<file path="src/rtl/alarm_clock_top.sv">
// 24-hour BCD alarm clock core: keypad digit buffer, HH:MM:SS timekeeping
// with a fast-forward mode, and a sticky alarm that a button press silences.
module alarm_clock_top #(
    parameter int CYCLES_PER_SEC = 100_000_000
) (
    input  logic        clock,
    input  logic        reset,
    input  logic        alarm_button,
    input  logic        time_button,
    input  logic [3:0]  key,
    input  logic        key_valid,
    input  logic        fastwatch,
    output logic        sound_alarm,
    output logic [15:0] cur_time,
    output logic [15:0] alarm_time
);

    localparam int PW = (CYCLES_PER_SEC > 1) ? $clog2(CYCLES_PER_SEC) : 1;
    localparam logic [PW-1:0] PRE_LAST = PW'(CYCLES_PER_SEC - 1);

    logic [15:0]   time_q;
    logic [15:0]   alarm_q;
    logic [15:0]   key_buf;
    logic [5:0]    sec_q;
    logic [PW-1:0] pre_q;
    logic          armed_q;
    logic          sound_q;

    // A buffer value is a legal HH:MM when hours are 00-23 and M10 is 0-5.
    function automatic logic valid_hhmm(input logic [15:0] v);
        logic hours_ok;
        hours_ok = (v[15:12] < 4'd2) || (v[15:12] == 4'd2 && v[11:8] <= 4'd3);
        return hours_ok && (v[7:4] <= 4'd5);
    endfunction

    function automatic logic [15:0] next_minute(input logic [15:0] t);
        logic [3:0] h10, h1, m10, m1;
        // NOTE: blocking assignments are correct here; these are function
        // locals evaluated in order, not clocked state.
        {h10, h1, m10, m1} = t;
        if (m1 != 4'd9) begin
            m1 = m1 + 4'd1;
        end else begin
            m1 = 4'd0;
            if (m10 != 4'd5) begin
                m10 = m10 + 4'd1;
            end else begin
                m10 = 4'd0;
                if (h10 == 4'd2 && h1 == 4'd3) begin
                    h10 = 4'd0;
                    h1  = 4'd0;
                end else if (h1 == 4'd9) begin
                    h1  = 4'd0;
                    h10 = h10 + 4'd1;
                end else begin
                    h1 = h1 + 4'd1;
                end
            end
        end
        return {h10, h1, m10, m1};
    endfunction

    logic key_accept;
    logic alarm_cmd;
    logic silence;
    logic time_load;
    logic alarm_load;
    logic buf_clear;
    logic sec_tick;
    logic buf_valid;

    // time_button wins over alarm_button; keys are dropped while any button is high.
    assign buf_valid  = valid_hhmm(key_buf);
    assign key_accept = key_valid && (key <= 4'd9) && !time_button && !alarm_button;
    assign alarm_cmd  = alarm_button && !time_button;
    assign silence    = alarm_cmd && sound_q;
    assign time_load  = time_button && buf_valid;
    assign alarm_load = alarm_cmd && !sound_q && buf_valid;
    assign buf_clear  = time_button || (alarm_cmd && !sound_q);
    assign sec_tick   = (pre_q == PRE_LAST);

    // NOTE: reset is synchronous and active-low, so it is tested inside the
    // clocked block and takes priority over every other update that cycle.
    always_ff @(posedge clock) begin
        if (!reset) begin
            time_q  <= '0;
            alarm_q <= '0;
            key_buf <= '0;
            sec_q   <= '0;
            pre_q   <= '0;
            armed_q <= 1'b0;
            sound_q <= 1'b0;
        end else begin
            if (key_accept) begin
                key_buf <= {key_buf[11:0], key};
            end else if (buf_clear) begin
                key_buf <= '0;
            end

            if (time_load) begin
                time_q <= key_buf;
                sec_q  <= '0;
                pre_q  <= '0;
            end else if (fastwatch) begin
                time_q <= next_minute(time_q);
                sec_q  <= '0;
                pre_q  <= '0;
            end else if (sec_tick) begin
                pre_q <= '0;
                if (sec_q == 6'd59) begin
                    sec_q  <= '0;
                    time_q <= next_minute(time_q);
                end else begin
                    sec_q <= sec_q + 6'd1;
                end
            end else begin
                pre_q <= pre_q + PW'(1);
            end

            if (alarm_load) begin
                alarm_q <= key_buf;
                armed_q <= 1'b1;
            end

            // Compare uses registered values, so it lags any load by one cycle.
            if (silence) begin
                sound_q <= 1'b0;
            end else if (armed_q && (time_q == alarm_q)) begin
                sound_q <= 1'b1;
            end
        end
    end

    assign sound_alarm = sound_q;
    assign cur_time    = time_q;
    assign alarm_time  = alarm_q;

endmodule

</file>
<file path="config.mk">
export PLATFORM = sky130hd
export DESIGN_NAME = alarm_clock_top
export DESIGN_NICKNAME = d
export VERILOG_FILES = /design/src/rtl/alarm_clock_top.sv
export SDC_FILE = /design/constraint.sdc
export NUM_CORES = 1
export LEC_CHECK = 0
export BUFFER_PORTS_ARGS = -buffer_cell sky130_fd_sc_hd__buf_4
export CAP_MARGIN = 10
export CORE_ASPECT_RATIO = 0.6
export CORE_MARGIN = 1.5
export CORE_UTILIZATION = 63
export DETAILED_ROUTE_END_ITERATION = 10
export PLACE_DENSITY = 0.85
export SLEW_MARGIN = 20
export SYNTH_ARGS = -nofsm -noshare
export SYNTH_HDL_FRONTEND = slang
export SYNTH_SLANG_ARGS = --single-unit
</file>
<file path="constraint.sdc">
create_clock -name clock -period 6.4 [get_ports clock]
set_clock_uncertainty 0.2 [all_clocks]
set_input_delay 0.64 -clock clock [delete_from_list [all_inputs] [get_ports clock]]
set_output_delay 0.64 -clock clock [all_outputs]
set_load 0.1 [all_outputs]
</file>
==> impl_metrics.yaml, run 1 <==
status:
  status: "completed"
cts:
  cts.reportedPaths.clkPinSlew_ns: 0.08
  htreeDepth: 3
  cts_resized: 0
  ctsHoldBuffers: 0
  numClockSinks: 83
  cts_tree: "built"
  clock_latency_ns: 0.36
  clockBufferDepth: 2
  cts_root_buf: "clkbuf_8"
  cts_made_buffers: 9
  cts_setup_buffers: 0
floorplanning:
  io_pins: 43
  rows: 22
  dieArea_um2: 6800
  die_w_um: 105
  initial_core_util_pct: 65.2
  die_h_um: 64.5
  fp.coreArea_um2: 6080
sta:
  fin_crit_sh_pct: 51.2
  rsz0062_at_grt: "false"
  period_minus_slack_ns: 3.28
  final-setup-viol-count: 0
  tns_ns: 0
  fmax_mhz: 305
  slew_headroom_pct: 26.6
  slew_viol_final: 0
  tightest_slew_ns: 1.10
  hold_viol: 0
  whs_ns: 0.250
power_and_ir_drop:
  ir_drop_v: 0.000135
  p_leak_nw: 1.73
  power_density_nw_per_um2: 220
synthesis:
  synth_top_area_share_pct: 41.9
  synthCells: 450
  synthArstFlopShare_pct: 0
  ys_seq_area_share_pct: 41.9
  syn_avg_cell_area_um2: 8.82
  synthTopCellsByArea: "dfxtp_1, nor2_1, xnor2_1, mux2i_1, xor2_1"
  yosysTopAreaCell: "dfxtp_1"
  yosys_warnings: 0
  netlist_area_um2: 3970
  synthFlopType: "dfxtp_1"
  synth_seq_cells: 83
  syn_nets: 466
  ys_types: 53
  synth_edf_count: 0
worst_setup_path:
  crit_required_ns: 6.41
  reg2regPathDepth: 5
  regToRegStartpoint: "key_buf[6]$_SDFFE_PN0P_"
  critical_path_class: "flip-flop to flip-flop"
  crit_family: "simple AND/OR/NAND/NOR gates"
  path_cells: "a2111oi_2 > nand3_1 > nand2_1 > or3_1 > nor2_1"
  worst-path-buf-inv: 0
  cp_slowest_cell: "or3_1"
  worstPathMaxFanout: 27
  crit_arrival_ns: 3.29
  end_kind: "flip-flop"
  r2r_setup_slack_ns: 3.12
  r2r-end: "pre_q[8]$_SDFF_PP0_"
  slowest_delay_ns: 0.80
  startpoint_type: "flip-flop"
drt:
  first_pass_iters: 6
  post_drt_via_cell_ratio: 6.23
  drc: 0
  dr_total_vias: 3546
  ant_nets: 0
  wire_per_inst_um: 17.7
  initialDrtViolationCount: 365
  routed_wl_um: 10100
placed_design:
  routabilityCongestion: 0.826
  io_buffers: 42
  dp_hpwl_um: 6920
finish:
  layout_common_cells: "dfxtp_1, nor2_1, buf_4"
  final_common_cell: "dfxtp_1"
  antenna-diode-count: 0
  drive_gt1_share_pct: 14.6
  nets: 496
  fill_cells: 433
  syn2layout_area_growth_pct: 12.9
global_routing:
  grt_max_degree: 38
  grt_pass1_wl_um: 16500
  first_global_vias: 3205
  grt-ovfl-total: 0
  grt_util_all_layers_pct: 31.6
  antenna_found_initial: 0
worst_hold_path:
  min_path_type: "flip-flop to flip-flop"
  min_path_cells: 1
  hp-start: "pre_q[0]$_SDFF_PP0_"
  min_to: "pre_q[0]$_SDFF_PP0_"
flow_run:
  drv_cap: 0
==> through the flow <==
step | utilization [%] | instance area [µm²] | cells | total power [mW] | setup slack, ns
finish | 73.6 | 4480 | 569 | 0.986 | 3.12
detailed placement | 70.4 | 4280 | 553 | 0.621 | 3.30
global route | 73.6 | 4480 | 569 | 1.01 | 2.92
floorplan | - | 3970 | 450 | 0.599 | 3.53
global placement | 70.4 | 4280 | 553 | 0.619 | 3.43
CTS | 73.6 | 4480 | 569 | 0.985 | 3.22
==> flip-flops by register name, summed over array words and instances (netlist names) <==
signal	flops
pre_q	27
alarm_time	16
cur_time	16
key_buf	16
sec_q	6
armed_q	1
sound_alarm	1
==> routing by layer <==
layer	global-route usage (%)	vias up	part of all wire (%)
met1	46.2	1667	46
met5	4.76	-	0
met2	44.6	199	42
met3	9.76	17	11
li1	-	1663	-
met4	8.56	0	1.1
==> how the worst max path moves through the flow <==
stage	from	to	slack, ns	depth (start not counted)
finish	key_buf[6]$_SDFFE_PN0P_	pre_q[8]$_SDFF_PP0_	3.12	5
global route	key_buf[6]$_SDFFE_PN0P_	pre_q[8]$_SDFF_PP0_	2.92	5
CTS	key_buf[6]$_SDFFE_PN0P_	pre_q[8]$_SDFF_PP0_	3.22	5
detailed placement	key_buf[6]$_SDFFE_PN0P_	pre_q[9]$_SDFF_PP0_	3.30	5
global placement	key_buf[6]$_SDFFE_PN0P_	pre_q[22]$_SDFF_PP0_	3.43	5
floorplan	cur_time[13]$_SDFFE_PN0P_	cur_time[10]$_SDFFE_PN0P_	3.53	6
==> kinds of logic after synthesis <==
logic type	Yosys count	synth area share [%]
XOR/XNOR	47	10.4
adder cells (fa/ha/maj)	6	1.89
buffers and inverters	37	3.94
multiplexers	18	4.54
AO/OA/AOI/OAI	64	11.8
flip-flops	83	41.9
AND/OR/NAND/NOR	195	25.6
==> power breakdown <==
| group | internal (mW) | leakage [nW] | switching (mW) |
|---|---|---|---|
| sequential | 0.521 | 0.670 | 0.00868 |
| combinational | 0.0220 | 0.972 | 0.0602 |
| clock | 0.180 | 0.0885 | 0.194 |
| total | 0.723 | 1.73 | 0.263 |
==> Yosys cell counts (all sizes together), types with 9 or more instances <==
cell,n
nand3,23
inv,14
nand4,12
and3,11
xnor2,28
a22oi,16
nor3,9
mux2i,18
nor4,10
clkbuf,16
nand2,26
o21ai,11
nor2,78
dfxtp,83
xor2,19
a21oi,9
==> final cells by class <==
type	instances	area (µm²)	share of cell area, %
timing repair buffer	42	315	7.04
multi-input combinational	330	2150	48.0
clock buffer	10	128	2.85
inverter	14	52.6	1.17
clock inverter	6	66.3	1.48
tap	84	105	2.35
sequential	83	1660	37.1
No activity file was read; power rests on OpenSTA's default activity.
==> run 2, diff against run 1 <==
--- a/config.mk
+++ b/config.mk
@@ -5,13 +5,14 @@
 export SDC_FILE = /design/constraint.sdc
 export NUM_CORES = 1
 export LEC_CHECK = 0
+export ABC_AREA = 1
 export BUFFER_PORTS_ARGS = -buffer_cell sky130_fd_sc_hd__buf_4
 export CAP_MARGIN = 10
 export CORE_ASPECT_RATIO = 0.6
 export CORE_MARGIN = 1.5
-export CORE_UTILIZATION = 63
+export CORE_UTILIZATION = 53
 export DETAILED_ROUTE_END_ITERATION = 10
-export PLACE_DENSITY = 0.85
+export PLACE_DENSITY = 0.76
 export SLEW_MARGIN = 20
 export SYNTH_ARGS = -nofsm -noshare
 export SYNTH_HDL_FRONTEND = slang
==> constraint.sdc (replaced) <==
create_clock -name clock -period 3 [get_ports clock]
set_clock_uncertainty 0.2 [all_clocks]
set_input_delay 0.3 -clock clock [delete_from_list [all_inputs] [get_ports clock]]
set_output_delay 0.3 -clock clock [all_outputs]
set_load 0.1 [all_outputs]
==> run 2 against run 1 <==
  * Register-to-register slack worse by 2.5 ns
  * Sequential power up 120%
  * Critical path type unchanged
  * Sequential cell count unchanged
  * Via count up 18%
  * Synthesized cell count up 41%
  * Utilization down 9.7 points
==> impl_metrics.yaml, run 2 <==
global_routing:
  antenna_found_initial: 0
  top_usage_layer: "met1"
  met3_usage_pct: 8.67
  grt-ovfl-total: 0
  grt_max_degree: 33
  use_met2_pct: 35.6
  grt_util_all_layers_pct: 26.6
  met1_usage_pct: 39.6
  first_global_vias: 3751
  grt_pass1_wl_um: 18000
worst_setup_path:
  crit_arrival_ns: 2.44
  path_cells: "ha_1 > nand3_2 > nor3_2 > nand3_1 > nand3_2 > inv_1 > o21ai_0 > nor2_1"
  reg2regPathDepth: 8
  slowest_delay_ns: 0.43
  startpoint_type: "flip-flop"
  cpMostUsedCell: "nand3_2"
  cp_slowest_cell: "nand3_2"
  r2r_setup_slack_ns: 0.59
  regToRegStartpoint: "pre_q[0]$_SDFF_PP0_"
  r2r-end: "pre_q[23]$_SDFF_PP0_"
  critical_path_class: "flip-flop to flip-flop"
  crit_required_ns: 3.03
  worstPathMaxFanout: 24
  end_kind: "flip-flop"
finish:
  antenna-diode-count: 0
  layout_common_cells: "nand2_1, inv_1, nor2_1"
  fill_cells: 699
  drive_gt1_share_pct: 12.9
  regMostFlops: "pre_q"
  nets: 688
  final_common_cell: "nand2_1"
  syn2layout_area_growth_pct: 16.8
  largest_reg_flops: 27
drt:
  drc: 0
  initialDrtViolationCount: 413
  dr_total_vias: 4192
  post_drt_via_cell_ratio: 5.34
  routed_wl_um: 11100
  ant_nets: 0
  wire_per_inst_um: 14.1
  first_pass_iters: 5
floorplanning:
  die_w_um: 120
  rows: 25
  initial_core_util_pct: 54.8
  io_pins: 43
  die_h_um: 73.0
  fp.coreArea_um2: 7910
  dieArea_um2: 8750
power_and_ir_drop:
  p_sw_share_pct: 27.9
  seq_power_share_pct: 42.1
  p_sw_mw: 0.775
  combPwrFrac_pct: 14.3
  ir_drop_v: 0.000410
  p_total_mw: 2.77
  power_density_nw_per_um2: 548
  p_int_mw: 2.00
  power_frac_clock_pct: 43.6
  p_leak_nw: 2.04
sta:
  period_minus_slack_ns: 2.41
  hold_viol: 0
  rsz0062_at_grt: "false"
  fin_crit_sh_pct: 80.2
  fmax_mhz: 415
  tns_ns: 0
  tightest_slew_ns: 0.816
  final-setup-viol-count: 0
  slew_headroom_pct: 45.5
  slew_viol_final: 0
synthesis:
  syn_nets: 651
  synth_commonest_cells: "nand2_1, inv_1, nor2_1"
  synthTopCellsByArea: "dfxtp_1, nand2_1, inv_1, nor2_1, a21oi_1"
  yosys_warnings: 0
  synth_most_common_cell: "nand2_1"
  synth_seq_cells: 83
  syn_avg_cell_area_um2: 6.83
  synth_edf_count: 0
  yosysTopAreaCell: "dfxtp_1"
  synthFlopType: "dfxtp_1"
  synthArstFlopShare_pct: 0
  synthCells: 635
  ys_seq_area_share_pct: 38.3
  ys_types: 35
  synth_top_area_share_pct: 38.3
  netlist_area_um2: 4330
worst_hold_path:
  min_path_cells: 3
  min_path_type: "input pin to flip-flop"
  hp-start: "time_button"
  min_to: "sound_alarm$_SDFFE_PP0P_"
cts:
  cts_made_buffers: 9
  cts_resized: 0
  numClockSinks: 83
  cts_tree: "built"
  cts_root_buf: "clkbuf_16"
  ctsHoldBuffers: 0
  cts.reportedPaths.clkPinSlew_ns: 0.06
  clock_latency_ns: 0.34
  cts_setup_buffers: 0
  htreeDepth: 3
  clockBufferDepth: 2
placed_design:
  io_buffers: 42
  dp_hpwl_um: 8010
  routabilityCongestion: 0.970
flow_run:
  drv_cap: 0
status:
  status: "completed"
-- run 2: cell count changes in the layout (fill, tap and decap cells not counted), sizes merged, moves of 15 or more --
cell and change:
a21oi +34, nor2 +20, nand3 +18, inv +89, o21ai +20, xnor2 -20
nand2 +82, a22oi -15, mux2i -18, o22ai +17
-- run 2: logic make-up after synthesis --
group / Yosys count / synth area share [%]
flip-flops: 83 / 38.3
AO/OA/AOI/OAI: 99 / 12.4
buffers and inverters: 122 / 10.9
AND/OR/NAND/NOR: 302 / 31.9
XOR/XNOR: 23 / 4.65
adder cells (fa/ha/maj): 6 / 1.73
-- run 2: per-layer routing --
metal / vias to the layer above / routed length [µm]
met5: - / 0
met4: 0 / 133
met3: 15 / 1210
met2: 193 / 4280
met1: 1858 / 5440
li1: 2126 / -
-- run 2: layout make-up --
class / instances / area, µm² / share of cell area (%)
Inverter: 103 / 387 / 7.64
Multi-Input combinational cell: 430 / 2200 / 43.4
Clock inverter: 4 / 72.6 / 1.43
Clock buffer: 12 / 256 / 5.07
Timing Repair Buffer: 45 / 350 / 6.92
Sequential cell: 83 / 1660 / 32.8
Tap cell: 108 / 135 / 2.67
-- run 2: worst max-delay path by stage --
stage                        startpoint                        end  cells after the start
2_1_floorplan  cur_time[8]$_SDFFE_PN0P_  cur_time[13]$_SDFFE_PN0P_                      8
3_3_place_gp        pre_q[0]$_SDFF_PP0_       pre_q[23]$_SDFF_PP0_                      8
3_5_place_dp        pre_q[0]$_SDFF_PP0_       pre_q[23]$_SDFF_PP0_                      8
4_1_cts             pre_q[0]$_SDFF_PP0_       pre_q[23]$_SDFF_PP0_                      8
5_1_grt             pre_q[0]$_SDFF_PP0_       pre_q[23]$_SDFF_PP0_                      8
6_report            pre_q[0]$_SDFF_PP0_       pre_q[23]$_SDFF_PP0_                      8
-- run 2: worst max-delay path, delay by kind of cell, from the launching register on --
kind                     cells  cell delay, ns
AND/OR/NAND/NOR              5            1.17
flip-flops                   1            0.40
adder cells (fa/ha/maj)      1            0.25
buffers and inverters        1            0.17
AO/OA/AOI/OAI                1            0.11
-- run 2: stage by stage --
step	util (%)	cells	instance area [µm²]	hold slack, ns	worst slack (ns)
6_report	64.0	785	5060	0.0905	0.593
5_1_grt	64.0	785	5060	0.128	0.414
4_1_cts	64.0	785	5060	0.103	0.630
3_5_place_dp	59.8	769	4730	0.259	0.714
3_3_place_gp	59.8	769	4730	0.245	0.828
2_1_floorplan	-	635	4330	0.230	0.609
-- run 2: power groups by stage --
stage | Sequential (mW) | Clock (mW) | Combinational, mW
global route | 1.17 | 1.27 | 0.425
floorplan | 1.35 | 0 | 0.147
CTS | 1.17 | 1.22 | 0.394
detailed placement | 1.19 | 0 | 0.393
finish | 1.17 | 1.21 | 0.396
global placement | 1.19 | 0 | 0.387
==> run 3, diff against run 2 <==
--- a/config.mk
+++ b/config.mk
@@ -5,7 +5,7 @@
 export SDC_FILE = /design/constraint.sdc
 export NUM_CORES = 1
 export LEC_CHECK = 0
-export ABC_AREA = 1
+export ABC_AREA = 0
 export BUFFER_PORTS_ARGS = -buffer_cell sky130_fd_sc_hd__buf_4
 export CAP_MARGIN = 10
 export CORE_ASPECT_RATIO = 0.6
==> constraint.sdc (replaced) <==
create_clock -name clock -period 2 [get_ports clock]
set_clock_uncertainty 0.2 [all_clocks]
set_input_delay 0.2 -clock clock [delete_from_list [all_inputs] [get_ports clock]]
set_output_delay 0.2 -clock clock [all_outputs]
set_load 0.1 [all_outputs]
==> run 3 against run 2 <==
  * The flow now finishes with violations (negative setup slack)
  * Total power grew 38%
  * Combinational power shrank 8.1%
  * Maximum frequency grew 11%
  * Clock power grew 47%
  * Via count shrank 1.1%
  * Critical path depth shrank 1
  * Routed wire length grew 19%
  * Worst hold slack lost 0.049 ns
  * Sequential cell count is the same
  * Non-clock buffer count grew 91
  * Die area shrank 8.2%
  * Critical path type unchanged
  * Largest cell class unchanged
  * Largest power group unchanged
  * Highest routed layer unchanged
==> impl_metrics.yaml, run 3 (synthesis results as in run 1) <==
status:
  status: "complete, but fails checks"
  failed_checks: "negative setup slack"
floorplanning:
  fp.coreArea_um2: 7270
  die_w_um: 115
  dieArea_um2: 8030
  rows: 24
  die_h_um: 70.0
  io_pins: 43
  initial_core_util_pct: 54.6
sta:
  fmax_mhz: 459
  fin_crit_sh_pct: 109
  final-setup-viol-count: 40
  rsz0062_at_grt: "true"
  period_minus_slack_ns: 2.18
  slew_headroom_pct: 53.5
  slew_viol_final: 0
  hold_viol: 0
  tightest_slew_ns: 0.697
  setup_ws_ns: -0.178
cts:
  cts_made_buffers: 9
  clock_latency_ns: 0.35
  cts_root_buf: "clkbuf_16"
  numClockSinks: 83
  clockBufferDepth: 2
  htreeDepth: 3
  cts_tree: "built"
  cts.reportedPaths.clkPinSlew_ns: 0.06
power_and_ir_drop:
  ir_drop_v: 0.000498
  power_density_nw_per_um2: 668
  p_leak_nw: 2.37
finish:
  fin_cells: 683
  syn2layout_area_growth_pct: 44.1
  layout_common_cells: "buf_4, nor2_1, dfxtp_1"
  antenna-diode-count: 0
  final_common_cell: "buf_4"
  regMostFlops: "pre_q"
  nets: 590
  fill_cells: 431
  largest_reg_flops: 27
  final_util_pct: 78.7
  drive_gt1_share_pct: 36.8
  final_area_um2: 5720
flow_run:
  drv_cap: 0
worst_setup_path:
  worstPathMaxFanout: 5
  cp_slowest_cell: "dfxtp_4"
  crit_required_ns: 2.03
  end_kind: "flip-flop"
  crit_family: "compound AO/OA/AOI/OAI gates"
  crit_arrival_ns: 2.21
  slowest_delay_ns: 0.36
  startpoint_type: "flip-flop"
  critical_path_class: "flip-flop to flip-flop"
  worst-path-buf-inv: 2
  path_cells: "nor4_4 > buf_4 > nand4_4 > o31a_1 > buf_6 > o2111a_1 > a31o_2"
  r2r_setup_slack_ns: -0.18
placed_design:
  dp_hpwl_um: 8160
  routabilityCongestion: 0.881
  io_buffers: 42
  placed_cell_area_um2: 5000
  dp.cells: 651
global_routing:
  antenna_found_initial: 0
  grt_util_all_layers_pct: 30.7
  first_global_vias: 3769
  grt_max_degree: 36
  grt-ovfl-total: 0
  grt_pass1_wl_um: 19000
drt:
  ant_nets: 0
  first_pass_iters: 6
  routed_wl_um: 13200
  post_drt_via_cell_ratio: 6.07
  wire_per_inst_um: 19.3
  drc: 0
  initialDrtViolationCount: 589
  dr_total_vias: 4144
worst_hold_path:
  min_path_type: "input pin to flip-flop"
-- run 3: cell types whose count changed in the layout (fill, tap and decap cells not counted), moves of 16 or more --
cell	delta
nand2_1	-78
xnor2_1	+20
buf_4	+79
a21oi_1	-35
nor2_1	-17
o21ai_0	-17
inv_1	-89
mux2i_1	+18
o22ai_1	-17
nand3_1	-16
dfxtp_1	-23
-- run 3: per-layer routing --
| metal | vias to the layer above | part of all wire [%] | GRT usage [%] |
|---|---|---|---|
| li1 | 1855 | - | - |
| met1 | 1977 | 43 | 44.4 |
| met2 | 271 | 45 | 46.2 |
| met3 | 41 | 10 | 6.34 |
| met4 | 0 | 2.2 | 9.33 |
| met5 | - | 0 | 0 |
-- run 3: final timing paths --
path | endpoint | cells past startpoint | from
max reg2reg | cur_time[10]$_SDFFE_PN0P_ | 7 | pre_q[10]$_SDFF_PP0_
max | cur_time[10]$_SDFFE_PN0P_ | 7 | pre_q[10]$_SDFF_PP0_
min | cur_time[13]$_SDFFE_PN0P_ | 3 | reset
min reg2reg | pre_q[0]$_SDFF_PP0_ | 2 | pre_q[0]$_SDFF_PP0_
-- run 3: per-stage QoR --
step	setup TNS (ns)	setup slack [ns]	total power [mW]	hold WS [ns]
6_report	-3.13	-0.178	3.82	0.0414
5_1_grt	-6.43	-0.238	3.91	0.0427
4_1_cts	-0.149	-0.0573	3.79	0.0215
3_5_place_dp	-2.59	-0.147	2.03	0.257
3_3_place_gp	-0.852	-0.0532	2.02	0.244
2_1_floorplan	-3.58	-0.170	1.92	0.0793
-- run 3: where the power goes --
part | total [mW] | switching, mW | internal [mW]
Combinational | 0.364 | 0.238 | 0.126
Sequential | 1.67 | 0.0157 | 1.66
Clock | 1.78 | 0.687 | 1.10
Total | 3.82 | 0.940 | 2.88
-- run 3: area by class of cell --
| type | count | area (µm²) | share of cell area [%] |
|---|---|---|---|
| multi-input cells | 330 | 2390 | 41.9 |
| repair buffers | 136 | 1100 | 19.2 |
| well taps | 104 | 130 | 2.28 |
| inverters | 14 | 52.6 | 0.919 |
| flip-flops and latches | 83 | 1720 | 30.1 |
| clock inverters | 6 | 90.1 | 1.58 |
| clock buffers | 10 | 229 | 4.01 |
-- run 3: worst reg2reg max path: stages, from the launching register on --
cell	delay (ns)
dfxtp_4	0.36
nor4_4	0.30
buf_4	0.17
nand4_4	0.10
o31a_1	0.34
buf_6	0.15
o2111a_1	0.24
a31o_2	0.21
-- run 3: timing repair --
| item | 4_1_cts | 5_1_grt |
|---|---|---|
| gates resized for setup | 18 | 34 |
| pin swaps | 6 | 27 |
| setup buffers | 4 | 6 |
| setup endpoints to repair | 44 | 64 |
| hold buffers | 5 | 0 |
| endpoints found under the hold margin | 5 | 0 |
| cloned | 0 | 2 |
